File: src/rtl/pool_scheduler_if.sv
// pool_scheduler_if
//   Bundles every non-clock/reset signal of the pool scheduler:
//     - the layer-controller handshake: start, num_ch, busy, done, err
//     - the input-buffer read port:     rd_en, rd_addr, rd_data
//     - the pooler hookup:              pool_ce, pool_rst, pool_din, pool_dout, pool_valid
//     - the output-buffer write port:   wr_en, wr_addr, wr_data, wr_ready
//   The master modport is the scheduler's view. The slave modport is the view of the
//   surrounding controller, RAMs and pooler.
interface pool_scheduler_if #(
  parameter int N  = 16,
  parameter int AW = 12
);
  logic          start;
  logic [7:0]    num_ch;
  logic          rd_en;
  logic [AW-1:0] rd_addr;
  logic [N-1:0]  rd_data;
  logic          pool_ce;
  logic          pool_rst;
  logic [N-1:0]  pool_din;
  logic [N-1:0]  pool_dout;
  logic          pool_valid;
  logic          wr_en;
  logic [AW-1:0] wr_addr;
  logic [N-1:0]  wr_data;
  logic          wr_ready;
  logic          busy;
  logic          done;
  logic          err;

  modport master (
    input  start, num_ch, rd_data, pool_dout, pool_valid, wr_ready,
    output rd_en, rd_addr, pool_ce, pool_rst, pool_din,
           wr_en, wr_addr, wr_data, busy, done, err
  );

  modport slave (
    output start, num_ch, rd_data, pool_dout, pool_valid, wr_ready,
    input  rd_en, rd_addr, pool_ce, pool_rst, pool_din,
           wr_en, wr_addr, wr_data, busy, done, err
  );
endinterface

File: src/rtl/pool_scheduler.sv
// pool_scheduler
//   Drives a single pooling engine across every channel of a feature map.
//   For each channel it does the following:
//     - reads M*M words from the input buffer;
//     - streams them into the pooler under pool_ce;
//     - captures the (M/P)^2 pooled results into a 4-entry skid FIFO;
//     - writes those results to the output buffer.
//   Ports:
//     clk        rising-edge clock
//     master_rst asynchronous active-low reset
//     bus        pool_scheduler_if.master, carrying the handshake, RAM and pooler signals
module pool_scheduler #(
  parameter int N   = 16,
  parameter int M   = 12,
  parameter int P   = 3,
  parameter int AW  = 12,
  parameter int TMO = 64
) (
  input  logic              clk,
  input  logic              master_rst,
  pool_scheduler_if.master  bus
);

  localparam int IPC = M * M;
  localparam int OPC = (M / P) * (M / P);
  localparam int ICW = $clog2(IPC + 1);
  localparam int OCW = $clog2(OPC + 1);
  localparam int TCW = $clog2(TMO + 1);
  localparam logic [ICW-1:0] IPC_C    = ICW'(IPC);
  localparam logic [OCW-1:0] OPC_C    = OCW'(OPC);
  localparam logic [TCW-1:0] TMO_LAST = TCW'(TMO - 1);

  typedef enum logic [2:0] {S_IDLE, S_CLR, S_FEED, S_DRAIN, S_NEXT, S_DONE} state_e;

  state_e         state_q, state_d;
  logic [7:0]     ch_q, nch_q;
  logic           clr_q;
  logic [ICW-1:0] in_cnt_q;
  logic [OCW-1:0] out_cnt_q;
  logic [TCW-1:0] tmo_q;
  logic [AW-1:0]  rd_addr_q, wr_addr_q;
  logic           rd_v_q, ce_q;
  logic [N-1:0]   din_q;
  logic           err_q;
  logic [N-1:0]   fifo_q [4];
  logic [1:0]     wp_q, rp_q;
  logic [2:0]     fcnt_q;

  logic start_acc_s, run_s, rd_en_s, cap_s, push_s, over_s, pop_s, drain_ok_s, flush_s;

  // Read gating leaves FIFO room for results still in the 2-deep read pipeline.
  assign start_acc_s = (state_q == S_IDLE) && bus.start;
  assign run_s       = (state_q == S_FEED) || (state_q == S_DRAIN) || (state_q == S_NEXT);
  assign rd_en_s     = (state_q == S_FEED) && (in_cnt_q < IPC_C) && (fcnt_q <= 3'd1);
  assign cap_s       = run_s && bus.pool_valid && ce_q;
  assign push_s      = cap_s && (out_cnt_q < OPC_C);
  assign over_s      = cap_s && (out_cnt_q >= OPC_C);
  assign pop_s       = (fcnt_q != 3'd0) && bus.wr_ready;
  assign drain_ok_s  = (out_cnt_q == OPC_C) && (fcnt_q == 3'd0);
  assign flush_s     = (state_q == S_DRAIN) && !drain_ok_s && !cap_s && (tmo_q == TMO_LAST);

  // State register
  always_ff @(posedge clk or negedge master_rst) begin
    if (!master_rst) state_q <= S_IDLE;
    else             state_q <= state_d;
  end

  // Next-state logic
  always_comb begin
    state_d = state_q;
    case (state_q)
      S_IDLE:  if (start_acc_s) state_d = S_CLR; else state_d = S_IDLE;
      S_CLR:   if (clr_q) state_d = S_FEED; else state_d = S_CLR;
      // Leave FEED only once the last read has left the rd_data stage.
      S_FEED:  if ((in_cnt_q == IPC_C) && !rd_v_q) state_d = S_DRAIN; else state_d = S_FEED;
      S_DRAIN: begin
        if (drain_ok_s)   state_d = S_NEXT;
        else if (flush_s) state_d = S_DONE;
        else              state_d = S_DRAIN;
      end
      S_NEXT:  if ((ch_q + 8'd1) == nch_q) state_d = S_DONE; else state_d = S_CLR;
      S_DONE:  state_d = S_IDLE;
      default: state_d = S_IDLE;
    endcase
  end

  // Layer/channel bookkeeping, address counters, read pipeline and error flag
  always_ff @(posedge clk or negedge master_rst) begin
    if (!master_rst) begin
      ch_q      <= 8'd0;
      nch_q     <= 8'd0;
      clr_q     <= 1'b0;
      in_cnt_q  <= '0;
      out_cnt_q <= '0;
      tmo_q     <= '0;
      rd_addr_q <= '0;
      wr_addr_q <= '0;
      rd_v_q    <= 1'b0;
      ce_q      <= 1'b0;
      din_q     <= '0;
      err_q     <= 1'b0;
    end else begin
      rd_v_q <= rd_en_s;
      ce_q   <= rd_v_q;
      if (rd_v_q) din_q <= bus.rd_data;
      // Marks the second CLR cycle.
      clr_q  <= (state_q == S_CLR);

      if (start_acc_s) begin
        nch_q     <= (bus.num_ch == 8'd0) ? 8'd1 : bus.num_ch;
        ch_q      <= 8'd0;
        rd_addr_q <= '0;
        wr_addr_q <= '0;
        err_q     <= 1'b0;
      end else begin
        if (rd_en_s) rd_addr_q <= rd_addr_q + AW'(1);
        if (pop_s)   wr_addr_q <= wr_addr_q + AW'(1);
        if (over_s || flush_s) err_q <= 1'b1;
        if (state_q == S_NEXT) ch_q <= ch_q + 8'd1;
      end

      if (state_q == S_CLR) begin
        in_cnt_q  <= '0;
        out_cnt_q <= '0;
      end else begin
        if (rd_en_s) in_cnt_q  <= in_cnt_q + ICW'(1);
        if (push_s)  out_cnt_q <= out_cnt_q + OCW'(1);
      end

      // Timeout counts DRAIN cycles since the most recent capture.
      if ((state_q != S_DRAIN) || cap_s) tmo_q <= '0;
      else                               tmo_q <= tmo_q + TCW'(1);
    end
  end

  // Result FIFO: pushed by captures, popped by accepted writes, flushed on timeout
  always_ff @(posedge clk or negedge master_rst) begin
    if (!master_rst) begin
      wp_q   <= 2'd0;
      rp_q   <= 2'd0;
      fcnt_q <= 3'd0;
      for (int i = 0; i < 4; i++) fifo_q[i] <= '0;
    end else if (flush_s) begin
      wp_q   <= 2'd0;
      rp_q   <= 2'd0;
      fcnt_q <= 3'd0;
    end else begin
      if (push_s) begin
        fifo_q[wp_q] <= bus.pool_dout;
        wp_q         <= wp_q + 2'd1;
      end
      if (pop_s) rp_q <= rp_q + 2'd1;
      case ({push_s, pop_s})
        2'b10:   fcnt_q <= fcnt_q + 3'd1;
        2'b01:   fcnt_q <= fcnt_q - 3'd1;
        default: fcnt_q <= fcnt_q;
      endcase
    end
  end

  assign bus.rd_en    = rd_en_s;
  assign bus.rd_addr  = rd_addr_q;
  assign bus.pool_ce  = ce_q;
  assign bus.pool_rst = run_s;
  assign bus.pool_din = din_q;
  assign bus.wr_en    = pop_s;
  assign bus.wr_addr  = wr_addr_q;
  assign bus.wr_data  = fifo_q[rp_q];
  assign bus.busy     = (state_q != S_IDLE) && (state_q != S_DONE);
  assign bus.done     = (state_q == S_DONE);
  assign bus.err      = err_q;

endmodule

File: src/flat_wrapper.sv
// flat-port wrapper written by rule: the top's interface ports become plain ports
module pool_scheduler_flat 
#(
  parameter int N   = 16,
  parameter int M   = 12,
  parameter int P   = 3,
  parameter int AW  = 12,
  parameter int TMO = 64
)
  (clk, master_rst, bus_start, bus_num_ch, bus_rd_data, bus_pool_dout, bus_pool_valid, bus_wr_ready, bus_rd_en, bus_rd_addr, bus_pool_ce, bus_pool_rst, bus_pool_din, bus_wr_en, bus_wr_addr, bus_wr_data, bus_busy, bus_done, bus_err);
  pool_scheduler_if #(.N(N), .AW(AW)) bus_i ();
  input  logic clk;
  input  logic master_rst;
  input wire logic [$bits(bus_i.start)-1:0] bus_start;
  input wire logic [$bits(bus_i.num_ch)-1:0] bus_num_ch;
  input wire logic [$bits(bus_i.rd_data)-1:0] bus_rd_data;
  input wire logic [$bits(bus_i.pool_dout)-1:0] bus_pool_dout;
  input wire logic [$bits(bus_i.pool_valid)-1:0] bus_pool_valid;
  input wire logic [$bits(bus_i.wr_ready)-1:0] bus_wr_ready;
  output wire logic [$bits(bus_i.rd_en)-1:0] bus_rd_en;
  output wire logic [$bits(bus_i.rd_addr)-1:0] bus_rd_addr;
  output wire logic [$bits(bus_i.pool_ce)-1:0] bus_pool_ce;
  output wire logic [$bits(bus_i.pool_rst)-1:0] bus_pool_rst;
  output wire logic [$bits(bus_i.pool_din)-1:0] bus_pool_din;
  output wire logic [$bits(bus_i.wr_en)-1:0] bus_wr_en;
  output wire logic [$bits(bus_i.wr_addr)-1:0] bus_wr_addr;
  output wire logic [$bits(bus_i.wr_data)-1:0] bus_wr_data;
  output wire logic [$bits(bus_i.busy)-1:0] bus_busy;
  output wire logic [$bits(bus_i.done)-1:0] bus_done;
  output wire logic [$bits(bus_i.err)-1:0] bus_err;
  assign bus_i.start = bus_start;
  assign bus_i.num_ch = bus_num_ch;
  assign bus_i.rd_data = bus_rd_data;
  assign bus_i.pool_dout = bus_pool_dout;
  assign bus_i.pool_valid = bus_pool_valid;
  assign bus_i.wr_ready = bus_wr_ready;
  assign bus_rd_en = bus_i.rd_en;
  assign bus_rd_addr = bus_i.rd_addr;
  assign bus_pool_ce = bus_i.pool_ce;
  assign bus_pool_rst = bus_i.pool_rst;
  assign bus_pool_din = bus_i.pool_din;
  assign bus_wr_en = bus_i.wr_en;
  assign bus_wr_addr = bus_i.wr_addr;
  assign bus_wr_data = bus_i.wr_data;
  assign bus_busy = bus_i.busy;
  assign bus_done = bus_i.done;
  assign bus_err = bus_i.err;
  pool_scheduler #(.N(N), .M(M), .P(P), .AW(AW), .TMO(TMO)) u_core (.clk(clk), .master_rst(master_rst), .bus(bus_i));
endmodule
File: config.mk
export PLATFORM = sky130hd
export DESIGN_NAME = pool_scheduler_flat
export DESIGN_NICKNAME = d
export VERILOG_FILES = /design/src/rtl/pool_scheduler_if.sv /design/src/rtl/pool_scheduler.sv /design/src/flat_wrapper.sv
export SDC_FILE = /design/constraint.sdc
export NUM_CORES = 1
export LEC_CHECK = 0
export ABC_CLOCK_PERIOD_IN_PS = 2900
export CORE_MARGIN = 3
export CORE_UTILIZATION = 54
export DETAILED_ROUTE_END_ITERATION = 6
export GPL_ROUTABILITY_DRIVEN = 0
export PLACE_DENSITY = 0.91
export SKIP_CTS_REPAIR_TIMING = 1
export SLEW_MARGIN = 25
export SYNTH_ARGS = -nofsm -noshare
export SYNTH_HDL_FRONTEND = slang
export SYNTH_SLANG_ARGS = --single-unit
File: constraint.sdc
create_clock -name clk -period 2.9 [get_ports clk]
set_input_delay 0.58 -clock clk [delete_from_list [all_inputs] [get_ports clk]]
set_output_delay 0.58 -clock clk [all_outputs]
set_load 0.02 [all_outputs]
# Word level (Yosys, flattened, before mapping)
# Index checks and enable logic that the tools add are counted.
[word_totals] regBits=154 elab_cells=123
[classes] addsub=10 order_cmp=7 eq_ne=13 muxes=33 bitwise_logic=3 reduce_logical=37
[ops] cell="$bwmux 64" count=1
[ops] cell="$mux 12" count=4
[ops] cell="$mux 16" count=3
[ops] cell="$mux 8" count=5
[ops] cell="$bmux 16 s2" count=1
[ops] cell="$demux 16 s2" count=1
[ops] cell="$add 12x1->12 const B" count=2
[ops] cell="$add 8x1->8 const B" count=2
[ops] cell="$reduce_bool 2->1" count=8
[ops] cell="$logic_and 1x1->1" count=15
[ops] cell="$pmux 3 s5" count=1
[ops] cell="$mux 3" count=4
[ops] cell="$mux 2" count=5
[ops] cell="$mux 5" count=2
[ops] cell="$reduce_bool 3->1" count=3
[ops] cell="$eq 8x8->1" count=1
[ops] cell="$eq 8x8->1 const B" count=1
[ops] cell="$logic_not 8->1" count=1
[ops] cell="$lt 8x8->1 const B" count=1
[ops] cell="$add 7x1->7 const B" count=1
[ops] cell="$eq 7x6->1 const B" count=1
[ops] cell="$mux 7" count=1
[ops] cell="$eq 3x2->1 const B" count=2
[ops] cell="$eq 3x3->1 const B" count=2
[ops] cell="other kinds (23)" count=35

# Longest topological paths before layout
# Gate-level depths: netlist (run 1).
[logic_depth] word_depth=11 ltp_mapped=11

# Worst setup path after synthesis (run 1)
# Ideal clock, no wire load.
[synth_path] path_kind="reg-to-output" startpoint="register u_core.rp_q[0]" endpoint="output bus_wr_data[10]" t_arrival_ps=1722 required_ps=2320 setup_slack_ps=598 stages_incl_launch_ff=4 cell_sequence="dfrtp_1 > clkbuf_1 > buf_2 > mux4_2"
[synth_via] elab_chain_cells=4
[synth_rtl] element="start: declaration" line_no="pool_scheduler.sv:46" source="logic [1:0] wp_q, rp_q;"
[synth_rtl] element="start signal: assignment" line_no="pool_scheduler.sv:152" source="if (pop_s) rp_q <= rp_q + 2'd1;"
[synth_rtl] element="$not 2->3 (not written as such)" line_no="pool_scheduler.sv:168" source="assign bus.wr_data = fifo_q[rp_q];"
[synth_rtl] element="$bmux 16 s2" line_no="pool_scheduler.sv:168"
[synth_rtl] element="$mux 16 (not written as such) (2 in a row)" line_no="pool_scheduler.sv:168"
[synth_rtl] element="end: declaration" line_no="flat_wrapper.sv:27" source="output wire logic [$bits(bus_i.wr_data)-1:0] bus_wr_data;"
# No other way between the ends. The select of a mux whose other input is x is not followed.

# Worst setup path after layout (run 1)
[layout_path] startpoint="register u_core.state_q[1]" endpoint="output bus_pool_rst"
[layout_via] elab_chain_cells=3 word_cells_on_any_way=5
[layout_rtl] element="start: declaration" line_no="pool_scheduler.sv:35" source="state_e state_q, state_d;"
[layout_rtl] element="start signal: assignment" line_no="pool_scheduler.sv:65" source="else state_q <= state_d;"
[layout_rtl] element="$eq 3x2->1" line_no="pool_scheduler.sv:53" source="assign run_s = (state_q == S_FEED) || (state_q == S_DRAIN) || (state_q == S_NEXT);"
[layout_rtl] element="$logic_or 1x1->1" line_no="pool_scheduler.sv:53"
[layout_rtl] element="$logic_or 1x1->1 *" line_no="pool_scheduler.sv:53"
[layout_rtl] element="end: declaration" line_no="flat_wrapper.sv:23" source="output wire logic [$bits(bus_i.pool_rst)-1:0] bus_pool_rst;"
# Mark *: on every way between the ends. The rest lies on a longest branch, timed or not.

==> metrics.txt, run 1 <==
outcome finished, final reports clean; Min Hold Slack 72.1 ps; Pwr Density just under 1000 nW/µm²; post-synth top area share 53.2%; Net Sw Frac between 30% and 40%; mapped cell area 7240 µm²; Fmax achieved 363 MHz; R2R depth 6; Startpoint Class flip-flop; final wirelength 15,600 µm; cell count after synthesis 570; dpl hpwl slightly above 10,000 µm; FF-to-FF End u_core.state_q[2]; # DRC 0; initial antenna violation count 0; H-tree depth 4; # setup viols final 0; die height 122 µm; Initial Util 56.3%; distinct cell type count after synthesis 50; RR Startpoint u_core.ch_q[0]; WL/cell 18.0 µm; worst slack at placement 354 ps; # rows 41; Final Hold Viols 0; Critical Path Fanout Max 11; Die W 122 µm; largest net degree at the start of global routing 70; Data arrival, critical path 2180 ps; RSZ-0062 raised after global routing false; Hold Path Class in2async; kind of critical path reg2out; yosys warns 0; CTS Buf Count 17; Top Ports 108; vias in the first global route 5,148; Mapped Nets 632; most common cell after layout, fill and taps aside dfrtp_1; Die ar. 14,800 µm²; CTS tree built; Lkg Pwr 4.09 nW; Root Buffer clkbuf_16; most frequent cells in the layout dfrtp_1, clkdlybuf4s50_1, mux2_2; clk buf depth 2; total track usage 22.1%; Worst setup EP type output port; Switch Pwr 2.91 mW; worst skew pair latency 420 ps; Most used DFF post-synth dfrtp_1; post-synthesis sequential element count ~150; Vias/cell 5.64; R2R Setup Slk 510 ps; number of port buffers 107; TritonRoute pass-1 iters 5; clock skew ~5 ps; Post-synth EDFFs 0; via count 4,880; Data required, critical path between 2000 and 2500 ps; cell taking the most area after synthesis dfrtp_1; Max-Cap Viols 0; setup slack after layout 143 ps; Max VDD drop roughly 0.60 mV; total grt overflow 0; Flop pwr share about two fifths; drt initial violations 423; cell internal pwr 6.10 mW; Syn Area/Cell 12.7 µm²; Antenna Cells 0; ANT nets after route 0; Layout area overhead 25.8%; fin crit share 95.1%; Slew @ Worst Pin 734 ps; Async S/R FF share, synth 100%; final net count 744; clock share of power 25.4%; fraction of layout cells with a size suffix above 1 between 20% and 30%; minimum clock period 2760 ps; Comb pwr share 36.4%; sequential area share after synthesis between 50 and 60%; Core Region 12,900 µm²; clock slew at reported path FFs 60 ps; Slew Limit Fails 0; first-pass GRT wire length 25,500 µm; slew margin rel. 51.1%; Synth area leaders dfrtp_1, mux2_2, mux4_2; clock sinks 154
==> worst max path at each step <==
stage	cells after the start	endpoint	startpoint	slack, ps
6_report	3	bus_pool_rst	u_core.state_q[1]	140
3_5_place_dp	6	u_core.fifo_q[20]	bus_pool_valid	350
3_3_place_gp	6	u_core.fifo_q[58]	bus_pool_valid	440
5_1_grt	5	bus_wr_en	u_core.fcnt_q[0]	70
2_1_floorplan	3	bus_wr_data[10]	u_core.rp_q[0]	600
4_1_cts	3	bus_pool_rst	u_core.state_q[2]	-40
==> layer usage <==
| layer | wire length [µm] | vias up | track usage, % |
|---|---|---|---|
| met2 | 7810 | 162 | 36.9 |
| met4 | 221 | 0 | 6.72 |
| met3 | 939 | 28 | 6.50 |
| met1 | 6620 | 2453 | 28.0 |
| li1 | - | 2237 | - |
| met5 | 0 | - | 0 |
==> sequential cells by signal (all words and copies together), names as in the netlist, 3 cells and up <==
register             cells
u_core.fifo_q           64
u_core.nch_q             8
u_core.ch_q              8
u_core.fcnt_q            3
u_core.bus.rd_addr      12
u_core.bus.pool_din     16
u_core.bus.wr_addr      12
u_core.in_cnt_q          8
u_core.tmo_q             7
u_core.out_cnt_q         5
u_core.state_q           3
==> synthesized netlist by cell type, types with 2 or more instances <==
library cell and number:
inv_1 15, and4_1 2, nor3b_2 2, nor2_1 56, or3_1 4, clkbuf_1 14, ha_1 17, and2_1 7
nand2_1 21, o22ai_1 4, o31ai_1 5, mux2_2 77, and3_1 11, dfrtp_1 154, nand4_1 17, o21ai_0 16
xnor2_1 18, a22o_1 2, nand3_1 9, a211oi_1 2, buf_4 6, a41oi_1 2, or4_1 2, nor4_1 2
mux2_4 10, xor2_1 30, buf_6 3, buf_1 2, nor3_1 2, a21oi_1 13, nand2b_1 4, buf_2 3
mux2i_1 4, nor3b_1 3, mux4_2 16
==> worst max-delay path: stages (launching register included) <==
cell	delay (ps)
dfrtp_2	490
or3b_4	500
nand2_1	100
clkdlybuf4s50_1	670
==> power groups by stage <==
stage	combinational (mW)	clock [mW]	sequential, mW
floorplan	1.96	0	3.48
global placement	3.14	0	3.39
detailed placement	3.28	0	3.45
CTS	3.32	2.31	3.43
global route	3.55	2.42	3.53
finish	3.28	2.29	3.44
==> kinds of logic (layout without fill, tap and decap cells) <==
group,Yosys count,count (layout),synth area share (%)
buffers and inverters,45,169,3.39
AND/OR/NAND/NOR,149,149,10.7
XOR/XNOR,48,48,5.80
flip-flops,154,154,53.2
multiplexers,107,107,19.6
adder cells (fa/ha/maj),17,17,2.94
AO/OA/AOI/OAI,50,50,4.44
==> cell type report <==
| class | instances | area [µm²] |
|---|---|---|
| Clock inverter | 7 | 113 |
| Fill cell | 819 | 3760 |
| Tap cell | 172 | 215 |
| Clock buffer | 24 | 502 |
| Multi-Input combinational cell | 371 | 3160 |
| Sequential cell | 154 | 3860 |
| Inverter | 15 | 56.3 |
| Timing Repair Buffer | 123 | 1220 |
==> through the flow <==
step / setup TNS [ps] / cells / utilization [%] / area (µm²) / total power [mW]
6_report: 0 / 866 / 70.8 / 9110 / 9.01
5_1_grt: 0 / 866 / 70.8 / 9110 / 9.50
4_1_cts: -44.7 / 866 / 70.8 / 9110 / 9.06
3_5_place_dp: 0 / 835 / 66.0 / 8500 / 6.73
3_3_place_gp: 0 / 835 / 66.0 / 8500 / 6.52
2_1_floorplan: 0 / 570 / - / 7240 / 5.44
(Power assumes the default switching activity.)
==> run 2, diff against run 1 <==
--- a/config.mk
+++ b/config.mk
@@ -5,11 +5,10 @@
 export SDC_FILE = /design/constraint.sdc
 export NUM_CORES = 1
 export LEC_CHECK = 0
-export ABC_CLOCK_PERIOD_IN_PS = 2900
+export ABC_CLOCK_PERIOD_IN_PS = 3100
 export CORE_MARGIN = 3
 export CORE_UTILIZATION = 54
 export DETAILED_ROUTE_END_ITERATION = 6
-export GPL_ROUTABILITY_DRIVEN = 0
 export PLACE_DENSITY = 0.91
 export SKIP_CTS_REPAIR_TIMING = 1
 export SLEW_MARGIN = 25
==> constraint.sdc (replaced) <==
create_clock -name clk -period 3.1 [get_ports clk]
set_input_delay 0.62 -clock clk [delete_from_list [all_inputs] [get_ports clk]]
set_output_delay 0.62 -clock clk [all_outputs]
set_load 0.02 [all_outputs]
==> run 2 against run 1 <==
Against the previous run: die area unchanged; cell area down 0.69%; cell count unchanged; clock skew up 5.6 ps; via count down 0.20%; sequential power down 6.4%; largest cell class unchanged; non-clock buffer count down 1; critical path depth unchanged; sequential cell count unchanged; critical path type unchanged; sequential share of layout area up 0.26 points; setup slack worse by 54 ps; clock power down 11%.
==> metrics.txt, run 2 (synthesis results as in run 1) <==
WL/cell 18.3 µm; overall power 8.32 mW; vias in the first global route 5,225; RR Startpoint u_core.state_q[2]; Max VDD drop between 0.6 and 0.7 mV; dpl cell area 8460 µm²; delay-heaviest family, CP simple AND/OR/NAND/NOR gates; Worst setup EP type output port; outcome finished, final reports clean; Core Region 12,900 µm²; clk buf depth 2; Critical Path Fanout Max 11; # setup viols final 0; Root Buffer clkbuf_16; via count 4,870; largest net degree at the start of global routing ~110; total grt overflow 0; worst path bufs/invs 1; setup_tns 0 ps; Non-Filler Instances 866; ANT nets after route 0; H-tree depth 4; die height 122 µm; Final GP Congestion around 0.8; Slew Limit Fails 0; fin crit share 97.1%; Die ar. 14,800 µm²; R2R Setup Slk 370 ps; slew margin rel. 40.8%; final wirelength 15,800 µm; Antenna Cells 0; final net count 743; most common cell after layout, fill and taps aside dfrtp_1; first-pass GRT wire length 26,200 µm; drt initial violations 366; Layout area overhead 25.0%; Slowest cell on crit path clkdlybuf4s50_1; # DRC 0; Hold Path Class in2async; design area 9050 µm²; fraction of layout cells with a size suffix above 1 22.6%; worst slack at placement 353 ps; Lkg Pwr slightly above 4 nW; Die W ~120 µm; Fmax achieved 332 MHz; worst skew pair latency roughly 430 ps; dpl cells 834; # rows 41; CTS Buf Count 17; setup slack after layout 89.5 ps; Top Ports 108; Vias/cell 5.62; Slew @ Worst Pin between 800 and 900 ps; max FFs per register 64; minimum clock period roughly 3000 ps; Data required, critical path 2480 ps; FF-to-FF End u_core.fifo_q[10]; Pwr Density a little over 900 nW/µm²; dpl hpwl 10,600 µm; RSZ-0062 raised after global routing false; Min Hold Slack 287 ps; Startpoint Class flip-flop; CTS tree built; clock sinks about 150; clock skew 10.7 ps; R2R depth 5; fin util approximately 70%; worst path cell trace or3b_1, nand2_1, clkdlybuf4s50_1; max incr delay on CP 660 ps; initial antenna violation count 0; clock slew at reported path FFs 70 ps; Initial Util 56.3%; total track usage 22.6%; Data arrival, critical path 2390 ps; Filler cells 860; number of port buffers 107; TritonRoute pass-1 iters 5; Largest Register u_core.fifo_q; most frequent cells in the layout dfrtp_1, clkdlybuf4s50_1, mux2_2; Final Hold Viols 0; kind of critical path reg2out; Max-Cap Viols 0
-- run 2: cell count changes in the layout (fill, tap and decap cells not counted) --
cell        change
clkinvlp_4      +4
clkbuf_8        -3
clkinv_4        +3
buf_12          -2
clkbuf_1        -2
dfrtp_1         +2
dfrtp_2         -2
buf_4           +1
buf_6           -1
bufinv_16       -1
inv_6           +1
or3b_1          +1
or3b_4          -1
-- run 2: power breakdown --
group / internal (mW) / total [mW] / leakage, nW / switching, mW
registers: 2.68 / 3.22 / 2.02 / 0.538
clock network: 1.20 / 2.04 / 0.274 / 0.836
logic: 1.64 / 3.07 / 1.75 / 1.43
-- run 2: worst max-delay path by stage --
stage | from | end | slack [ps] | cells after the start
2_1_floorplan | u_core.rp_q[0] | bus_wr_data[10] | 760 | 3
3_3_place_gp | bus_pool_valid | u_core.fifo_q[60] | 490 | 6
3_5_place_dp | bus_pool_valid | u_core.fifo_q[8] | 350 | 6
4_1_cts | u_core.state_q[2] | bus_pool_rst | 80 | 3
5_1_grt | u_core.state_q[2] | bus_pool_rst | 6 | 3
6_report | u_core.state_q[2] | bus_pool_rst | 90 | 3
-- run 2: final cells by class --
class,count,area (µm²),area share [%]
Sequential cell,154,3850,42.6
Multi-Input combinational cell,371,3150,34.8
Timing Repair Buffer,122,1190,13.1
Clock buffer,18,439,4.85
Tap cell,172,215,2.38
Clock inverter,14,148,1.63
Inverter,15,56.3,0.622
-- run 2: worst reg2reg max path: stages (launching register included) --
cell and delay [ps]:
dfrtp_1 590, or3b_1 580, a211oi_4 580, and2_1 220, buf_4 260, mux2_2 380
-- run 2: routing by layer --
| metal | wire [µm] | track usage, % |
|---|---|---|
| met5 | 0 | 0 |
| met4 | 266 | 5.95 |
| met3 | 1060 | 7.29 |
| met2 | 8100 | 38.8 |
| met1 | 6390 | 27.6 |
